===== src/rtl/axi_aw_w_mux_ctrl_pkg.sv =====
`default_nettype none
// ============================================================================
// Module  : axi_mux_ctrl_pkg
// Brief   : Shared types and helpers for the AXI AW/W write-path multiplexer.
// Revision: 1.0 - initial release
// ============================================================================
package axi_mux_ctrl_pkg;

    // Upper bound on the number of inputs rr_pick can arbitrate between.
    localparam int unsigned MAX_IN         = 32;
    localparam int unsigned NUM_IN_DEFAULT = 4;
    localparam int unsigned IDX_W          = (NUM_IN_DEFAULT > 1) ? $clog2(NUM_IN_DEFAULT) : 1;

    typedef enum logic [0:0] {
        IDLE   = 1'b0,
        LOCKED = 1'b1
    } aw_state_e;

    function automatic int unsigned idx_width(input int unsigned n);
        return (n > 1) ? $clog2(n) : 1;
    endfunction

    // First set bit of valid at or after ptr, wrapping modulo n; 0 if none.
    function automatic int unsigned rr_pick(input logic [MAX_IN-1:0] valid,
                                            input int unsigned       ptr,
                                            input int unsigned       n);
        int unsigned idx;
        logic        found;
        rr_pick = 0;
        found   = 1'b0;
        for (int unsigned k = 0; k < MAX_IN; k++) begin
            if (!found && (k < n)) begin
                idx = ptr + k;
                if (idx >= n) begin
                    idx = idx - n;
                end
                if (valid[idx[$clog2(MAX_IN)-1:0]]) begin
                    rr_pick = idx;
                    found   = 1'b1;
                end
            end
        end
    endfunction

endpackage : axi_mux_ctrl_pkg
`default_nettype wire


===== src/rtl/axi_aw_w_mux_ctrl_idx_fifo.sv =====
`default_nettype none
// ============================================================================
// Module  : axi_mux_idx_fifo
// Brief   : Small index FIFO recording AW grant order for W routing.
// Revision: 1.0 - initial release
// ============================================================================
module axi_mux_idx_fifo #(
    parameter int unsigned DEPTH = 4,
    parameter int unsigned WIDTH = 2
) (
    input  logic             clk_i,
    input  logic             rst_ni,
    input  logic             test_en_i,
    input  logic             push_i,
    input  logic             pop_i,
    input  logic [WIDTH-1:0] data_i,
    output logic [WIDTH-1:0] data_o,
    output logic             full_o,
    output logic             empty_o
);

    localparam int unsigned c_ptr_w = (DEPTH > 1) ? $clog2(DEPTH) : 1;
    localparam int unsigned c_cnt_w = $clog2(DEPTH + 1);

    logic [WIDTH-1:0]   r_mem [DEPTH];
    logic [c_ptr_w-1:0] r_wr_ptr;
    logic [c_ptr_w-1:0] r_rd_ptr;
    logic [c_cnt_w-1:0] r_count;
    logic               w_push;
    logic               w_pop;
    logic               w_unused_test_en;

    // No internal scan structures, so test mode has nothing to steer here.
    assign w_unused_test_en = test_en_i;

    assign full_o  = (r_count == c_cnt_w'(DEPTH));
    assign empty_o = (r_count == '0);
    assign w_push  = push_i && !full_o;
    assign w_pop   = pop_i && !empty_o;
    assign data_o  = r_mem[r_rd_ptr];

    always_ff @(posedge clk_i) begin
        if (w_push) begin
            r_mem[r_wr_ptr] <= data_i;
        end
    end

    always_ff @(posedge clk_i or negedge rst_ni) begin
        if (!rst_ni) begin
            r_wr_ptr <= '0;
            r_rd_ptr <= '0;
            r_count  <= '0;
        end else begin
            if (w_push) begin
                r_wr_ptr <= (r_wr_ptr == c_ptr_w'(DEPTH - 1)) ? '0 : r_wr_ptr + c_ptr_w'(1);
            end
            if (w_pop) begin
                r_rd_ptr <= (r_rd_ptr == c_ptr_w'(DEPTH - 1)) ? '0 : r_rd_ptr + c_ptr_w'(1);
            end
            if (w_push && !w_pop) begin
                r_count <= r_count + c_cnt_w'(1);
            end else if (w_pop && !w_push) begin
                r_count <= r_count - c_cnt_w'(1);
            end
        end
    end

endmodule : axi_mux_idx_fifo
`default_nettype wire


===== src/rtl/axi_aw_w_mux_ctrl.sv =====
`default_nettype none
// ============================================================================
// Module  : axi_aw_w_mux_ctrl
// Brief   : Round-robin AW arbiter with grant-ordered W routing onto one port.
// Revision: 1.0 - initial release
// ============================================================================
module axi_aw_w_mux_ctrl
    import axi_mux_ctrl_pkg::*;
#(
    parameter int unsigned NUM_IN     = 4,
    parameter int unsigned AW_WIDTH   = 64,
    parameter int unsigned W_WIDTH    = 72,
    parameter int unsigned FIFO_DEPTH = 4
) (
    input  logic                        clk_i,
    input  logic                        rst_ni,
    input  logic                        test_en_i,
    input  logic [NUM_IN-1:0]           slave_aw_valid_i,
    input  logic [NUM_IN*AW_WIDTH-1:0]  slave_aw_data_i,
    output logic [NUM_IN-1:0]           slave_aw_ready_o,
    input  logic [NUM_IN-1:0]           slave_w_valid_i,
    input  logic [NUM_IN*W_WIDTH-1:0]   slave_w_data_i,
    input  logic [NUM_IN-1:0]           slave_w_last_i,
    output logic [NUM_IN-1:0]           slave_w_ready_o,
    output logic                        master_aw_valid_o,
    output logic [AW_WIDTH-1:0]         master_aw_data_o,
    output logic [$clog2(NUM_IN)-1:0]   master_aw_idx_o,
    input  logic                        master_aw_ready_i,
    output logic                        master_w_valid_o,
    output logic [W_WIDTH-1:0]          master_w_data_o,
    output logic                        master_w_last_o,
    input  logic                        master_w_ready_i
);

    localparam int unsigned c_idx_w = idx_width(NUM_IN);

    aw_state_e          r_state;
    aw_state_e          w_state_nxt;
    logic [c_idx_w-1:0] r_rr_ptr;
    logic [c_idx_w-1:0] w_rr_ptr_nxt;
    logic [c_idx_w-1:0] r_lock_idx;
    logic [c_idx_w-1:0] w_lock_idx_nxt;
    logic [c_idx_w-1:0] w_pick;
    logic [c_idx_w-1:0] w_grant;
    logic               w_aw_valid;
    logic               w_aw_hs;
    logic [MAX_IN-1:0]  w_valid_ext;

    logic               w_fifo_full;
    logic               w_fifo_empty;
    logic [c_idx_w-1:0] w_fifo_head;
    logic [c_idx_w-1:0] w_w_sel;
    logic               w_w_pop;

    logic [AW_WIDTH-1:0] w_aw_data_arr [NUM_IN];
    logic [W_WIDTH-1:0]  w_w_data_arr  [NUM_IN];

    always_comb begin
        w_valid_ext               = '0;
        w_valid_ext[NUM_IN-1:0]   = slave_aw_valid_i;
    end

    assign w_pick = c_idx_w'(rr_pick(w_valid_ext, 32'(r_rr_ptr), NUM_IN));

    always_comb begin
        w_state_nxt    = r_state;
        w_lock_idx_nxt = r_lock_idx;
        w_rr_ptr_nxt   = r_rr_ptr;
        w_grant        = '0;
        w_aw_valid     = 1'b0;
        case (r_state)
            IDLE: begin
                w_grant = w_pick;
                // rst_ni gate keeps every output valid low while reset is held.
                if (rst_ni && (|slave_aw_valid_i) && !w_fifo_full) begin
                    w_aw_valid = 1'b1;
                    if (!master_aw_ready_i) begin
                        w_state_nxt    = LOCKED;
                        w_lock_idx_nxt = w_pick;
                    end
                end
            end
            LOCKED: begin
                w_grant    = r_lock_idx;
                w_aw_valid = slave_aw_valid_i[r_lock_idx];
                if (w_aw_valid && master_aw_ready_i) begin
                    w_state_nxt = IDLE;
                end
            end
            default: begin
                w_state_nxt = IDLE;
            end
        endcase
        w_aw_hs = w_aw_valid && master_aw_ready_i;
        if (w_aw_hs) begin
            w_rr_ptr_nxt = (w_grant == c_idx_w'(NUM_IN - 1)) ? '0 : w_grant + c_idx_w'(1);
        end
    end

    always_ff @(posedge clk_i or negedge rst_ni) begin
        if (!rst_ni) begin
            r_state    <= IDLE;
            r_rr_ptr   <= '0;
            r_lock_idx <= '0;
        end else begin
            r_state    <= w_state_nxt;
            r_rr_ptr   <= w_rr_ptr_nxt;
            r_lock_idx <= w_lock_idx_nxt;
        end
    end

    axi_mux_idx_fifo #(
        .DEPTH (FIFO_DEPTH),
        .WIDTH (c_idx_w)
    ) u_idx_fifo (
        .clk_i     (clk_i),
        .rst_ni    (rst_ni),
        .test_en_i (test_en_i),
        .push_i    (w_aw_hs),
        .pop_i     (w_w_pop),
        .data_i    (w_grant),
        .data_o    (w_fifo_head),
        .full_o    (w_fifo_full),
        .empty_o   (w_fifo_empty)
    );

    // Empty FIFO parks the W mux on input 0 so data outputs stay defined.
    assign w_w_sel = w_fifo_empty ? '0 : w_fifo_head;

    assign master_aw_valid_o = w_aw_valid;
    assign master_aw_idx_o   = w_grant;
    assign master_aw_data_o  = w_aw_data_arr[w_grant];

    assign master_w_valid_o  = !w_fifo_empty && slave_w_valid_i[w_w_sel];
    assign master_w_data_o   = w_w_data_arr[w_w_sel];
    assign master_w_last_o   = slave_w_last_i[w_w_sel];
    assign w_w_pop           = master_w_valid_o && master_w_ready_i && master_w_last_o;

    for (genvar g = 0; g < NUM_IN; g++) begin : g_port
        assign w_aw_data_arr[g]    = slave_aw_data_i[g*AW_WIDTH +: AW_WIDTH];
        assign w_w_data_arr[g]     = slave_w_data_i[g*W_WIDTH +: W_WIDTH];
        assign slave_aw_ready_o[g] = w_aw_valid && (w_grant == c_idx_w'(g)) && master_aw_ready_i;
        assign slave_w_ready_o[g]  = !w_fifo_empty && (w_fifo_head == c_idx_w'(g)) && master_w_ready_i;
    end

endmodule : axi_aw_w_mux_ctrl
`default_nettype wire


===== config.mk =====
export PLATFORM = sky130hd
export DESIGN_NAME = axi_aw_w_mux_ctrl
export DESIGN_NICKNAME = d
export VERILOG_FILES = /design/src/rtl/axi_aw_w_mux_ctrl_pkg.sv /design/src/rtl/axi_aw_w_mux_ctrl_idx_fifo.sv /design/src/rtl/axi_aw_w_mux_ctrl.sv
export SDC_FILE = /design/constraint.sdc
export NUM_CORES = 1
export LEC_CHECK = 0
export CORE_AREA = 5 5 271 273
export CTS_CLUSTER_SIZE = 40
export DETAILED_ROUTE_END_ITERATION = 10
export DIE_AREA = 0 0 276 278
export HOLD_SLACK_MARGIN = 0.12
export PLACE_DENSITY_LB_ADDON = 0.1
export SLEW_MARGIN = 20
export SYNTH_ARGS = -nofsm -noshare
export SYNTH_HDL_FRONTEND = slang
export SYNTH_SLANG_ARGS = --single-unit
export TNS_END_PERCENT = 100

===== constraint.sdc =====
create_clock -name clk_i -period 4.35 [get_ports clk_i]
set_clock_uncertainty 0.2 [all_clocks]
set_input_delay 0.6525 -clock clk_i [delete_from_list [all_inputs] [get_ports clk_i]]
set_output_delay 0.6525 -clock clk_i [all_outputs]
set_load 0.01 [all_outputs]

; ---- Yosys cells after proc, flatten, opt, wreduce, memory -nomap -nowiden
; Memory sizes are Yosys's and may differ from the RTL's.
; Cells that the tools add are included.
[classes]
n_addsub = 12
order_cmp = 12
eq_ne = 9
n_mux = 54
bitwise = 4
reduce_logical = 37
[ops]
columns = cell, n
row1 = binary-select mux 72 bit (select 2 bit), 1
row2 = two-way mux 72 bit, 2
row3 = binary-select mux 64 bit (select 2 bit), 1
row4 = two-way mux 64 bit, 2
row5 = two-way mux 5 bit, 7
row6 = logical AND 1 bit, 27
row7 = "less-than comparator 5 x 6 -> 1 bit, second input constant", 4
row8 = two-way mux 2 bit, 11
row9 = binary-select mux 1 bit (select 5 bit), 4
row10 = two-way mux 1 bit, 18
row11 = ">= comparator 3 bit, second input constant", 5
row12 = "== test 2 bit, second input constant", 6
row13 = "subtractor 3 x 3 -> 4 bit, second input constant", 3
row14 = "adder 2 x 1 -> 2 bit, second input constant", 3
row15 = "adder 2 x 2 -> 3 bit, second input constant", 2
row16 = binary-select mux 1 bit (select 2 bit), 3
row17 = "less-than comparator 2 x 3 -> 1 bit, second input constant", 2
row18 = two-way mux 3 bit, 2
row19 = inverter 2 -> 3 bit, 2
row20 = "== test 2 x 1 -> 1 bit, second input constant", 2
row21 = logical NOT 1 bit, 4
row22 = logical NOT 2 bit, 2
row23 = one-hot mux 1 bit (2 select lines), 2
row24 = one-hot mux 2 bit (2 select lines), 1
row25 = other kinds (11), 12
[word_totals]
reg_bits = 12
ramBits = 8
input_bits = 561
output_inout_bits = 149
word_cells = 135
mem_count = 1
[memory_table]
columns = memory, depth, width, read_ports, rd_ports_with_merged_regs, wr, line_no
row1 = u_idx_fifo.r_mem, 4, 2, 1, 0, 1, axi_aw_w_mux_ctrl_idx_fifo.sv:25  ; logic [WIDTH-1:0] r_mem [DEPTH];

; ---- Depth between registers and ports, before layout
[depth]
depth_word = 25
depth_mapped = 14
ltp_nobuf = 11

; ---- Modules after synthesis
; A second synthesis with hierarchy kept.
[hier_totals]
hier_cells = 763
area_unflattened_um2 = 5809.3
[modules_own_cells]
columns = mod, n_inst, cells_each, area_each_um2, seq_area_each_um2
row1 = axi_aw_w_mux_ctrl, 1, 716, 5053.6, 125.1
row2 = axi_mux_idx_fifo, 1, 47, 755.7, 415.4

; ---- Least setup slack after synthesis
; Ideal clock, no wire load.
[synth_path]
path_kind = flip-flop to output port
from = register r_rr_ptr[1]
to = output slave_aw_ready_o[3]
t_arrival_ns = 2.738
required_ns = 3.497
slack_ns = 0.759
stages_incl_launch_ff = 13
path_buffers = 3
path_cell_list = dfrtp_1 -> clkbuf_1 -> inv_1 -> ha_1 -> or3_1 -> a221oi_2 -> a311oi_1 -> o31a_1 -> buf_2 -> buf_6 -> inv_2 -> ha_1 -> and3_1
[synth_via]
elab_chain_len = 16
word_cells_on_any_way = 42
classes_between = 7 x add/sub / 4 x order compare / 1 x eq/ne / 28 x mux / 2 x reduce/logical
[synth_rtl]
columns = element, line_no
row1 = from (decl), axi_aw_w_mux_ctrl.sv:39  ; logic [c_idx_w-1:0] r_rr_ptr;
row2 = from (signal assigned), axi_aw_w_mux_ctrl.sv:107  ; r_rr_ptr <= w_rr_ptr_nxt;
row3 = adder 2 x 1 -> 3 bit, axi_aw_w_mux_ctrl_pkg.sv:33  ; idx = ptr + k;
row4 = subtractor 3 x 3 -> 4 bit / >= comparator 3 bit (equally long branches), "axi_aw_w_mux_ctrl_pkg.sv:35, axi_aw_w_mux_ctrl_pkg.sv:34"
row5 = two-way mux 5 bit, axi_aw_w_mux_ctrl_pkg.sv:34  ; if (idx >= n) begin
row6 = two-way mux 5 bit, axi_aw_w_mux_ctrl_pkg.sv:32  ; if (!found && (k < n)) begin
row7 = binary-select mux 1 bit (select 5 bit), axi_aw_w_mux_ctrl_pkg.sv:37  ; if (valid[idx[$clog2(MAX_IN)-1:0]]) begin
row8 = two-way mux 1 bit (implied by the code), axi_aw_w_mux_ctrl_pkg.sv:37
row9 = two-way mux 2 bit, axi_aw_w_mux_ctrl_pkg.sv:37
row10 = two-way mux 2 bit, axi_aw_w_mux_ctrl_pkg.sv:32
row11 = two-way mux 2 bit, axi_aw_w_mux_ctrl_pkg.sv:37
row12 = two-way mux 2 bit, axi_aw_w_mux_ctrl_pkg.sv:32
row13 = two-way mux 2 bit, axi_aw_w_mux_ctrl_pkg.sv:37
row14 = two-way mux 2 bit *, axi_aw_w_mux_ctrl_pkg.sv:32
row15 = one-hot mux 2 bit (2 select lines) *, axi_aw_w_mux_ctrl.sv:71  ; case (r_state)
row16 = == test 2 bit *, axi_aw_w_mux_ctrl.sv:142  ; assign slave_aw_ready_o[g] = w_aw_valid && (w_grant == c_idx_w'(g)) && master_aw_ready_i;
row17 = logical AND 1 bit * (2 in a row), axi_aw_w_mux_ctrl.sv:142
row18 = to (decl), axi_aw_w_mux_ctrl.sv:20  ; output logic [NUM_IN-1:0] slave_aw_ready_o,
; Mark *: on every way between the ends. The rest lies on a longest branch, timed or not. The select of a mux whose other input is x is not followed.

; ---- Worst setup path in the final report
[layout_path]
from = input slave_aw_valid_i[1]
to = output master_aw_data_o[53]
[layout_via]
elab_chain_len = 14
word_cells_on_any_way = 25
classes_between = 24 x mux / 1 x bitwise
[layout_rtl]
columns = element, line_no
row1 = from (decl), axi_aw_w_mux_ctrl.sv:18  ; input logic [NUM_IN-1:0] slave_aw_valid_i,
row2 = binary-select mux 1 bit (select 5 bit), axi_aw_w_mux_ctrl_pkg.sv:37
row3 = two-way mux 1 bit (implied by the code), axi_aw_w_mux_ctrl_pkg.sv:37
row4 = two-way mux 2 bit (2 in a row), axi_aw_w_mux_ctrl_pkg.sv:37
row5 = two-way mux 2 bit, axi_aw_w_mux_ctrl_pkg.sv:32
row6 = two-way mux 2 bit, axi_aw_w_mux_ctrl_pkg.sv:37
row7 = two-way mux 2 bit, axi_aw_w_mux_ctrl_pkg.sv:32
row8 = two-way mux 2 bit, axi_aw_w_mux_ctrl_pkg.sv:37
row9 = two-way mux 2 bit *, axi_aw_w_mux_ctrl_pkg.sv:32
row10 = one-hot mux 2 bit (2 select lines) *, axi_aw_w_mux_ctrl.sv:71
row11 = inverter 2 -> 3 bit (implied by the code) *, axi_aw_w_mux_ctrl.sv:132  ; assign master_aw_data_o = w_aw_data_arr[w_grant];
row12 = binary-select mux 64 bit (select 2 bit) *, axi_aw_w_mux_ctrl.sv:132
row13 = two-way mux 64 bit (implied by the code) * (2 in a row), axi_aw_w_mux_ctrl.sv:132
row14 = to (decl), axi_aw_w_mux_ctrl.sv:26  ; output logic [AW_WIDTH-1:0] master_aw_data_o,
; Marked as above.

==> results.md <==
* Most frequent cells in the layout: clkdlybuf4s50_1, nand2_1, nor2b_1, o2111ai_1, a222oi_1
* Net Sw Power at 8.19 mW
* FF+latch count, synth at 20
* Final #Nets at 2618
* Leakage power at 6.98 nW
* Slowest CP cell: clkdlybuf4s50_1
* Synth Area in Adders at 1.61%
* Clock Pin Slew Worst Setup and Hold Paths at 0.05 ns
* FF-to-FF End: u_idx_fifo.r_count[1]
* Hold Buf Count CTS at 0
* Status: finished clean
* Worst-skew pair later-pin latency at 0.25 ns
* Synth Area in Simple Gates at 24.1%
* Fmax at 0.236 GHz
* Slew Limit Fails at 0
* Global-route wire length before repair at 114000 um
* Fraction of registers with async set/reset at 60.0%
* Power Density at 807 nW/um^2
* Setup violators final at 0
* Maximum buffer depth of the clock tree at 2
* CP startpoint: slave_aw_valid_i[1]
* IO Pins at 710
* Tcrit/Tclk final at 97.3%
* Most numerous cell on the critical path: buf_4
* Largest stage delay, worst path at 0.50 ns
* Worst hold path class: register to register
* Commonest non-fill, non-tap cell in the layout: clkdlybuf4s50_1
* Combinational share of power at 95.5%
* Post-synth cell types at 56
* DIE AREA at 76700 um^2
* WS Path Type: input port to primary output
* Synth Area in Compound Gates at 48.1%
* Int Pwr at 7.04 mW
* Core area at 70900 um^2
* CTS tree: yes
* Final Hold Vio Count at 0
* Routed len/inst at 26.7 um
* Power Total at 15.2 mW
* Max-cap violations at 0
* Largest family of logic cells by synthesized area: compound AO/OA/AOI/OAI gates
* Total gr overflow at 0
* Area grow syn2layout at 93.0%
* CTS H-tree lvls at 1
* Leading register cell type out of synthesis: dfrtp_1
* Number of enable flip-flop cells after synthesis at 8
* Synthesized area per cell at 6.89 um^2
* Clock share of power at 1.6%
* Post-synthesis cell count at 1419
* CTS root buf: clkbuf_16
* Vias in the first global route at 15498
* Crit path DAT at 3.38 ns
* Kind of end point of the critical path: primary output
* Hold WS at 0.359 ns
* XOR/XNOR share of the synthesized area at 0.269%
* Crit Path Max Fanout at 38
* Post-Route WL at 80300 um
* Mapped Area at 9780 um^2
* Min Clock Period, post-route at 4.23 ns
* RSZ-0062 raised after global routing: true
* Worst Setup EP: master_aw_data_o[53]
* Die span in y at 278 um
* Hpwl dp at 61200 um
* Startpoint Class: input port
* CTS Sinks at 20
* Synthesis warning total at 0
* Share of the yosys chip area belonging to registers at 5.53%
* DRC Markers at 0
* Post-detailed-route count of antenna-violating nets at 0
* Rel. slew slack at 37.1%
* Worst R2R Path Depth at 8
* DRT iter0 DRCs at 1318
* Initial antenna violation count at 35
* Gpl congestion at 0.876
* Proportion of synthesized area in mux cells at 8.79%
* Cell chain of the critical path: clkdlybuf4s50_1 > buf_4 > and3b_1 > o32a_1 > a211oi_4 > buf_12 > buf_4 > buf_16 > o2111ai_1 > and3_1 > mux2i_1 > dlygate4sd2_1
* Layout cells sized above 1 at 8.51%
* GRT Util Overall at 19.2%
* Via count at 15366
* Largest net degree at the start of global routing at 82
* Die X at 276 um
* Initial Util at 13.8%
* Drt pass-1 iters at 9
* Required time of the critical path at 3.50 ns
* Worst Tran Pin Value at 0.944 ns
* Port buffer count at 708
* Via density per instance at 5.10
* VDD IR max at 0.000470 V
* Syn nets at 1992
* Seq pwr share at 2.9%
* Flop-to-flop setup slack at 0.52 ns
* Std-Cell Rows at 98
* CTS buffer count at 3
* Sw Ratio at 53.8%
* FF-to-FF Start: u_idx_fifo.r_rd_ptr[0]
[how the worst min path moves through the flow]
stage                                startpoint                     to  cells after the start
after floorplan                          rst_ni          r_lock_idx[0]                      0
after global placement    u_idx_fifo.r_count[0]  u_idx_fifo.r_count[0]                      1
after detailed placement          r_lock_idx[0]          r_lock_idx[0]                      1
after CTS                 u_idx_fifo.r_count[0]  u_idx_fifo.r_count[0]                      1
after global routing              r_lock_idx[0]          r_lock_idx[0]                      1
final                             r_lock_idx[0]          r_lock_idx[0]                      1
[layer usage]
metal | track usage [%] | up-vias | wire [um]
met4 | 3.23 | 28 | 1390
met2 | 35.0 | 704 | 40800
li1 | - | 7040 | -
met1 | 22.7 | 7516 | 31400
met3 | 5.76 | 78 | 6560
met5 | 0 | - | 188
[cell families (layout without fill, tap and decap cells)]
| kind of cell | count (synthesis) | after routing |
|---|---|---|
| fa+ha+maj | 12 | 12 |
| xor+xnor | 3 | 3 |
| flops | 20 | 20 |
| simple gates | 468 | 468 |
| compound gates | 553 | 553 |
| other cells | 0 | 16 |
| buf+inv | 283 | 908 |
| mux | 80 | 80 |
[Yosys cell counts, types with 2 or more instances]
master / count / area share (%)
a21o_1: 2 / 0.15
o211ai_1: 65 / 5.0
mux2_4: 3 / 0.46
nor2b_1: 140 / 9.0
ha_1: 11 / 1.4
nor3_1: 4 / 0.20
nand3_1: 2 / 0.10
nor3b_1: 2 / 0.15
inv_2: 2 / 0.077
o2111ai_1: 128 / 11
or3_1: 2 / 0.13
a21oi_1: 4 / 0.20
edfxtp_1: 8 / 2.5
a211oi_1: 73 / 5.6
a31oi_1: 75 / 4.8
mux2i_1: 69 / 7.1
inv_1: 73 / 2.8
a222oi_1: 128 / 13
nor2_1: 79 / 3.0
and2_1: 6 / 0.38
nand2_1: 155 / 5.9
buf_2: 37 / 1.9
clkbuf_1: 149 / 5.7
and3_1: 68 / 4.4
mux2_2: 5 / 0.58
o21ai_0: 2 / 0.10
xnor2_1: 2 / 0.18
buf_6: 3 / 0.35
o311a_1: 64 / 6.6
dfrtp_1: 12 / 3.1
o31ai_1: 2 / 0.15
buf_1: 18 / 0.69
mux4_2: 3 / 0.69
[area by class of cell]
type / instances / area, um^2
flip-flops and latches: 20 / 548
well taps: 950 / 1190
multi-input cells: 1116 / 8240
clock inverters: 1 / 30.0
inverters: 75 / 284
repair buffers: 829 / 8470
clock buffers: 3 / 75.1
diodes: 16 / 40.0
fillers: 7753 / 52000
[stage by stage]
step           setup TNS, ns  worst slack [ns]  instance area (um^2)  utilization, %  std cells
2_1_floorplan              0             0.759                  9780               -       1419
3_3_place_gp           -9.33            -0.245                 18500            26.1       2973
3_5_place_dp           -6.98            -0.198                 18500            26.1       2973
4_1_cts               -0.281            -0.114                 18700            26.4       2987
5_1_grt              -0.0207           -0.0156                 18900            26.6       3004
6_report                   0             0.119                 18900            26.6       3010
[sequential cells by signal, indices dropped and copies added (netlist names)]
name                 cells
u_idx_fifo.r_mem         8
u_idx_fifo.r_count       3
r_lock_idx               2
r_rr_ptr                 2
u_idx_fifo.r_rd_ptr      2
u_idx_fifo.r_wr_ptr      2
r_state                  1
[critical path: cells and delay by family]
family	cells	cell delay, ns
multiplexers	1	0.14
AND/OR/NAND/NOR	2	0.41
AO/OA/AOI/OAI	3	0.62
buffers and inverters	6	1.53
[power by group through the flow]
stage                     registers, mW  clock network (mW)  logic, mW
final                             0.440               0.249       14.5
after global routing              0.459               0.266       15.6
after CTS                         0.440               0.255       14.6
after detailed placement          0.441                   0       14.8
after global placement            0.440                   0       14.8
after floorplan                   0.347                   0       7.35
[repair_timing]
item                       4_1_cts  5_1_grt
setup buffers                    9        6
pin swaps                        3        5
resized for setup               69       23
setup endpoints to repair       66       32
gates cloned                     1        1
No activity file was read; power rests on OpenSTA's default activity.
